==> src/rtl/aes_result_fifo.sv <==
// -----------------------------------------------------------------------------
// aes_result_fifo
//
// Result buffer between the AES core and the AHB master in the CCM datapath.
// Each 128-bit AES result is captured on wr_en (aes_done) together with its
// last-packet flag and presented first-word-fall-through on rd_data/rd_last.
// The AHB master pops only when its write beat completes, so bus stalls never
// lose results. Overflow/underflow attempts are recorded in sticky flags that
// the CCU can inspect and clear with the synchronous clear input.
//
// Optional feature macro: CCM_RFIFO_ALMOST_FULL_EN
//   When defined, adds the almost_full output (count >= DEPTH-1), taken from
//   the registered count, so the CCU can stop issuing AES blocks early.
//
// Ports:
//   clk          system clock, rising edge
//   n_rst        asynchronous active-low reset
//   clear        synchronous flush: empties FIFO, clears sticky flags
//   wr_en        push strobe (aes_done)
//   wr_data      AES result word
//   wr_last      word belongs to the last packet of the transfer
//   rd_en        pop strobe (AHB write beat accepted)
//   rd_data      head entry data (don't-care while empty)
//   rd_last      head entry last flag (don't-care while empty)
//   empty        no valid entry
//   full         count == DEPTH
//   count        number of stored entries, 0..DEPTH
//   overflow     sticky: push attempted while full and not popped
//   underflow    sticky: pop attempted while empty
//   almost_full  count >= DEPTH-1 (only with CCM_RFIFO_ALMOST_FULL_EN)
// -----------------------------------------------------------------------------
module aes_result_fifo #(
    parameter  int DEPTH  = 4,
    localparam int ADDR_W = $clog2(DEPTH)
) (
    input  logic              clk,
    input  logic              n_rst,
    input  logic              clear,
    input  logic              wr_en,
    input  logic [127:0]      wr_data,
    input  logic              wr_last,
    input  logic              rd_en,
    output logic [127:0]      rd_data,
    output logic              rd_last,
    output logic              empty,
    output logic              full,
    output logic [ADDR_W:0]   count,
    output logic              overflow,
`ifdef CCM_RFIFO_ALMOST_FULL_EN
    output logic              almost_full,
`endif
    output logic              underflow
);

    localparam logic [ADDR_W:0] DEPTH_C = (ADDR_W + 1)'(DEPTH);

    // Each entry is {last, data}.
    logic [128:0]      mem [DEPTH];
    logic [ADDR_W-1:0] wp;
    logic [ADDR_W-1:0] rp;
    logic              push;
    logic              pop;

    assign empty = (count == '0);
    assign full  = (count == DEPTH_C);

    // A push into a full FIFO is still accepted when the head is popped in
    // the same cycle: the freed slot is the one being written. There is no
    // bypass, so a pop on an empty FIFO is never rescued by a same-cycle push.
    assign push = wr_en && (!full || rd_en);
    assign pop  = rd_en && !empty;

    always_ff @(posedge clk or negedge n_rst) begin
        if (!n_rst) begin
            wp        <= '0;
            rp        <= '0;
            count     <= '0;
            overflow  <= 1'b0;
            underflow <= 1'b0;
            for (int i = 0; i < DEPTH; i++) begin
                mem[i] <= '0;
            end
        end else if (clear) begin
            // Flush only moves pointers; stale array contents stay in place.
            wp        <= '0;
            rp        <= '0;
            count     <= '0;
            overflow  <= 1'b0;
            underflow <= 1'b0;
        end else begin
            if (push) begin
                mem[wp] <= {wr_last, wr_data};
                wp      <= wp + 1'b1;
            end
            if (pop) begin
                rp <= rp + 1'b1;
            end
            if (push && !pop) begin
                count <= count + 1'b1;
            end else if (pop && !push) begin
                count <= count - 1'b1;
            end
            if (wr_en && full && !rd_en) begin
                overflow <= 1'b1;
            end
            if (rd_en && empty) begin
                underflow <= 1'b1;
            end
        end
    end

    // First-word-fall-through: head entry read straight from the array.
    assign rd_data = mem[rp][127:0];
    assign rd_last = mem[rp][128];

`ifdef CCM_RFIFO_ALMOST_FULL_EN
    assign almost_full = (count >= DEPTH_C - 1'b1);
`endif

endmodule

==> config.mk <==
export PLATFORM = sky130hd
export DESIGN_NAME = aes_result_fifo
export DESIGN_NICKNAME = d
export VERILOG_FILES = /design/src/rtl/aes_result_fifo.sv
export SDC_FILE = /design/constraint.sdc
export NUM_CORES = 1
export LEC_CHECK = 0
export CAP_MARGIN = 20
export CORE_ASPECT_RATIO = 0.8
export CORE_UTILIZATION = 44
export CTS_BUF_LIST = sky130_fd_sc_hd__clkbuf_8
export DETAILED_ROUTE_END_ITERATION = 7
export GPL_TIMING_DRIVEN = 0
export PLACE_DENSITY = 0.68
export SYNTH_ARGS = -nofsm -noshare
export SYNTH_HDL_FRONTEND = slang
export SYNTH_SLANG_ARGS = --single-unit
==> constraint.sdc <==
create_clock -name clk -period 4.2 [get_ports clk]
set_clock_uncertainty 0.2 [all_clocks]
set_input_delay 0.63 -clock clk [delete_from_list [all_inputs] [get_ports clk]]
set_output_delay 0.63 -clock clk [all_outputs]
set_load 0.005 [all_outputs]
==> flow_summary.yaml, run 1 <==
outcome:
  status: "finished, final reports clean"
worst_setup_path:
  critPathRequiredTime_ns: 3.37
  r2r-start: "count[2]"
  worstRegToRegCells: 6
  rrSetupSlack_ns: 1.71
  cp-end-kind: "output pin"
  arrival_ns: 3.20
  path_class: "flop to output pin"
  timing.rr.end: "mem[86]"
  critPathLaunchType: "flop"
  critPathMaxFanout: 10
clock_network:
  root_buffer: "clkbuf_8"
  clk_latency_ns: 0.68
  htree_levels: 3
  cts.clk_slew.worst_paths_ns: 0.06
  cts_buffers: 87
  max-clock-path-buffers: 3
  cts_tree: "built"
  cts_num_sinks: 525
  cts_setup_buffers: 0
logic_synthesis:
  synth_cell_types: 34
  netlist_area_um2: 24400
  avgSynthCellArea_um2: 18.5
  synth_top_area_share_pct: 53.9
  yosysWarnings: 0
  synth_edf_count: 0
  synthFlopType: "dfrtp_1"
  synth_cells: 1315
  async_flop_share_pct: 100
  synthTopCellsByArea: "dfrtp_1 54%, mux2_4 19%, mux4_2 12%"
  syn_nets: 1454
  ys_ff_latch: 525
  synth_largest_area_cell: "dfrtp_1"
  yosysSeqAreaShare_pct: 53.9
worst_hold_path:
  min_from: "rd_en"
  holdPathStages: 3
  min_path_type: "input port to flop"
  min_to: "underflow"
finish:
  fillers: 4265
  drive_above_1_share_pct: 49.5
  post-route-util_pct: 55.2
  fin_nets: 1815
  area_growth_pct: 22.9
  stdcell_area_um2: 30000
  fin_cells: 2486
sta:
  drv_slew: 0
  hold_ws_ns: 0.145
  fmax_ghz: 0.248
  finalCriticalPeriod_ns: 4.03
  tns_ns: 0
  rsz0062_at_grt: "true"
  worst_pin_slew_ns: 0.838
  finalSetupViolCount: 0
  finalHoldViolations: 0
  fin_crit_sh_pct: 96.0
  slew_headroom_pct: 44.1
  layout_setup_ws_ns: 0.167
route:
  wire_per_inst_um: 22.0
  met1_length_mm: 25.1
  wirelength_mm: 54.7
  vias: 13100
  top_layer: "met5"
  wl_met3_mm: 2.75
  vias_per_cell: 5.25
  first_pass_iters: 6
  final_antenna_net_count: 0
  first_iter_violations: 729
  wl_met2_mm: 25.6
  post-route-drc-count: 0
place:
  place_area_um2: 28100
  dp_cells: 2328
  dp_worst_setup_slack_ns: 0.421
  gp_congestion: 0.798
  dp_hpwl_mm: 35.7
  portBuffers: 268
die:
  die_h_um: 213
  ioPinCount: 270
  start_util_pct: 44.9
  core_um2: 54300
  rows: 76
  die_area_um2: 56400
  dieWidth_um: 265
global_routing:
  grt_pass1_vias: 14400
  grt_overflow: 0
  grt_antenna_before_repair: 5
  grt_usage_pct: 20.0
  grt_first_pass_wirelength_mm: 86.2
  grt_max_degree: 128
power_and_ir_drop:
  powerDensity_nw_per_um2: 701
  p_leak_nw: 13.1
  power.total_mw: 21.0
  worst_ir_drop_vdd_uv: 417
run:
  drv_cap: 0
-- repair_timing --
item	CTS	global route
resized for setup	2	2
hold endpoints to repair	43	0
hold buffers	1	0
setup endpoints to repair	108	53
-- state kept, by name, summed over array words and instances, names as in the netlist --
| signal | count |
|---|---|
| mem | 516 |
| count | 3 |
| rp | 2 |
| wp | 2 |
| overflow | 1 |
| underflow | 1 |
-- critical path, cell delays in order (launching register included) --
cell and delay (ns):
dfrtp_1 0.32, clkbuf_1 0.24, clkbuf_2 0.41, buf_2 0.42, mux4_2 0.57, clkdlybuf4s50_1 0.55
-- Yosys cell counts (all sizes together) (3+ instances only) --
library cell / n
and4bb: 3
buf: 79
clkbuf: 12
dfrtp: 525
ha: 4
inv: 4
mux2: 519
mux4: 129
nand2b: 3
nor2: 13
-- kinds of logic (layout without fill, tap and decap cells) --
kind of cell,count (synthesis),after routing,synth area share [%]
adder cells (fa/ha/maj),5,5,0.287
AO/OA/AOI/OAI,9,9,0.262
multiplexers,649,649,40.6
flip-flops,525,525,53.9
AND/OR/NAND/NOR,29,29,0.796
other,0,4,0
buffers and inverters,95,521,4.06
XOR/XNOR,3,3,0.108
-- worst max-delay path by stage --
| stage | start | endpoint | slack (ns) |
|---|---|---|---|
| 2_1_floorplan | rp[0] | rd_data[15] | 1.80 |
| 3_3_place_gp | n_rst | mem[308] | -20.56 |
| 3_5_place_dp | rp[0] | rd_data[87] | 0.42 |
| 4_1_cts | rp[0] | rd_data[96] | 0.002 |
| 5_1_grt | rp[0] | rd_data[96] | -0.06 |
| 6_report | rp[0] | rd_data[96] | 0.17 |
-- cell usage in the layout, fill, tap and decap left out, types with 2 or more instances in the layout --
cell type,synthesis,layout
diode_2,0,4
xor2_1,2,2
nand2b_1,3,3
clkdlybuf4s50_1,0,267
buf_4,1,2
buf_1,5,5
clkinv_2,0,7
clkbuf_4,0,2
clkbuf_1,12,10
bufinv_16,0,2
buf_16,0,4
inv_1,4,28
nor2_1,13,13
mux2_4,303,303
ha_1,4,4
and4bb_4,3,3
mux2_2,216,216
buf_12,33,33
mux4_2,129,129
dfrtp_1,525,525
buf_2,33,30
nand2_1,2,2
a31oi_1,2,2
buf_6,7,7
clkinvlp_4,0,2
clkbuf_8,0,118
nor3_1,2,2
a21oi_1,2,2
-- final cells by class --
class,count,area [um^2],share of cell area [%]
Sequential cell,525,13100,43.8
Multi-Input combinational cell,695,10300,34.2
Timing Repair Buffer,273,2810,9.37
Clock buffer,118,1620,5.42
Buffer,90,981,3.27
Tap cell,741,927,3.09
Clock inverter,36,211,0.706
Inverter,4,15.0,0.0501
Antenna cell,4,10.0,0.0334
-- layer usage --
metal	up-vias	global-route usage (%)
li1	5636	-
met1	7058	28.2
met2	261	30.3
met3	95	5.19
met4	4	6.18
met5	-	0
-- report_power, final --
| part | internal, mW | switching, mW | total (mW) |
|---|---|---|---|
| registers | 7.17 | 1.11 | 8.27 |
| clock network | 2.62 | 2.09 | 4.71 |
| logic | 5.53 | 2.51 | 8.04 |
| total | 15.3 | 5.70 | 21.0 |
Note: power is estimated with default switching activity, not from simulation.
==> run 2: changes to the inputs <==
CORE_UTILIZATION = 50   (was 44)
PLACE_DENSITY = 0.75   (was 0.68)
==> run 2 against run 1 <==
  * Maximum frequency up 1.4%
  * Final area down 1.0%
  * Final cell count down 5.1%
  * Hold slack better by 0.052 ns
  * Clock-buffer cell count down 9
  * Combinational power about the same
==> flow_summary.yaml, run 2 (same netlist as run 1, synthesis figures left out) <==
outcome:
  status: "finished, final reports clean"
global_routing:
  grt_antenna_before_repair: 6
  grt_max_degree: 126
  grt_first_pass_wirelength_mm: 84.8
  grt_usage_pct: 22.2
  grt_pass1_vias: 14400
  grt_overflow: 0
route:
  first_iter_violations: 695
  vias: 12900
  vias_per_cell: 5.48
  final_antenna_net_count: 0
  post-route-drc-count: 0
  first_pass_iters: 4
  wirelength_mm: 53.6
  wire_per_inst_um: 22.7
finish:
  top_register: "mem"
  reg_top3: "mem (516), count (3)"
  fin_cells: 2359
  fillers: 3407
  largest_reg_flops: 516
  final_cell_mix: "525 x dfrtp_1, 303 x mux2_4, 267 x clkdlybuf4s50_1"
  area_growth_pct: 21.6
  fin_nets: 1812
  drive_above_1_share_pct: 49.2
  stdcell_area_um2: 29700
  mostFrequentLayoutCell: "dfrtp_1"
sta:
  worst_pin_slew_ns: 0.827
  slew_headroom_pct: 44.9
  layout_setup_ws_ns: 0.222
  fmax_ghz: 0.251
  finalCriticalPeriod_ns: 3.98
  rsz0062_at_grt: "false"
  fin_crit_sh_pct: 94.7
  tns_ns: 0
  hold_ws_ns: 0.198
  finalHoldViolations: 0
  drv_slew: 0
  finalSetupViolCount: 0
power_and_ir_drop:
  power_frac_clock_pct: 21.0
  powerDensity_nw_per_um2: 697
  combPwrFrac_pct: 38.9
  pwr-share-seq_pct: 40.1
  intPower_mw: 15.0
  p_sw_share_pct: 27.3
  switchingPower_mw: 5.65
  worst_ir_drop_vdd_uv: 340
  p_leak_nw: 13.0
worst_setup_path:
  worstRegToRegCells: 6
  critical_path_cell_count: 5
  critPathMaxFanout: 10
  cp_slowest_cell: "mux4_2"
  path_cells: "clkbuf_1 > clkbuf_4 > buf_2 > mux4_2 > clkdlybuf4s50_1"
  arrival_ns: 3.15
  critPathLaunchType: "flop"
  path_buf_inv: 4
  cp-end-kind: "output pin"
  critPathRequiredTime_ns: 3.37
  max_stage_delay_ns: 0.58
  cpLargestDelayFamily: "buffers and inverters"
  path_class: "flop to output pin"
place:
  dp_worst_setup_slack_ns: 0.384
  portBuffers: 268
  gp_congestion: 0.753
  place_area_um2: 28000
  dp_hpwl_mm: 35.3
  dp_cells: 2207
clock_network:
  clk_latency_ns: 0.65
  htree_levels: 3
  max-clock-path-buffers: 3
  cts_buffers: 84
  cts_setup_buffers: 0
  cts_num_sinks: 525
  cts.clk_slew.worst_paths_ns: 0.07
  root_buffer: "clkbuf_8"
  cts_tree: "built"
die:
  ioPinCount: 270
  die_h_um: 200
  rows: 71
  core_um2: 47500
  dieWidth_um: 249
  die_area_um2: 49700
  start_util_pct: 51.3
run:
  drv_cap: 0
worst_hold_path:
  holdPathStages: 3
  min_path_type: "input port to flop"
## run 2: changes by cell type in the layout (fill, tap and decap cells not counted)
cell       previous run  this run
buf_2                30        31
buf_4                 2         3
bufinv_16             2         0
clkbuf_2              1         0
clkbuf_4              2         1
clkbuf_8            118       109
clkinv_2              7         8
inv_1                28        31
inv_6                 0         2
inv_8                 1         0
## run 2: worst min-delay path: cells and delay by family
| kind | cells | cell delay [ns] |
|---|---|---|
| compound gates | 1 | 0.15 |
| buf+inv | 1 | 0.17 |
| simple gates | 1 | 0.05 |
## run 2: power by group through the flow
| stage | Sequential [mW] | Clock (mW) | Combinational (mW) |
|---|---|---|---|
| 2_1_floorplan | 7.93 | 0 | 5.16 |
| 5_1_grt | 8.54 | 4.69 | 8.55 |
| 3_5_place_dp | 8.29 | 0 | 8.12 |
| 4_1_cts | 8.28 | 4.48 | 8.15 |
| 6_report | 8.29 | 4.34 | 8.04 |
| 3_3_place_gp | 8.24 | 0 | 7.93 |
## run 2: routing by layer
metal | track usage (%) | share of wire [%] | routed length, um
met5 | 0 | 0.030 | 16
met3 | 5.67 | 5.0 | 2670
met2 | 33.7 | 47 | 25000
met4 | 7.91 | 2.3 | 1210
met1 | 31.0 | 46 | 24700
## run 2: timing repair
item                                   CTS  global route
setup endpoints to repair               98             0
hold buffers                             1             0
endpoints found under the hold margin   53             0
gates resized for setup                  4             0
## run 2: final cells by class
cell class / count / area (um^2) / share of cell area, %
Antenna cell: 4 / 10.0 / 0.0338
Buffer: 90 / 981 / 3.31
Sequential cell: 525 / 13100 / 44.3
Multi-Input combinational cell: 695 / 10300 / 34.6
Timing Repair Buffer: 273 / 2810 / 9.47
Clock buffer: 109 / 1500 / 5.06
Tap cell: 620 / 776 / 2.62
Clock inverter: 39 / 174 / 0.587
Inverter: 4 / 15.0 / 0.0506
## run 2: metrics by stage
step                      util, %  power, mW
final                        62.4       20.7
after global routing         62.4       21.8
after CTS                    62.4       20.9
after detailed placement     58.8       16.4
after global placement       58.6       16.2
after floorplan                 -       13.1
## run 2: worst paths after layout
check / start / end / slack (ns)
worst min-delay path: rd_en / underflow / 0.20
worst min register to register: mem[250] / mem[250] / 0.30
worst max-delay path: rp[0] / rd_data[34] / 0.22
max in group asynchronous: n_rst / mem[181] / 1.47
min in group asynchronous: n_rst / mem[253] / 0.27
worst max register to register: count[2] / mem[57] / 1.58
==> run 3: changes to the inputs <==
CTS_CLUSTER_DIAMETER = 120   (was default)
==> results of run 3 <==
No change in the layout: final DEF, timing and power equal those of run 2.
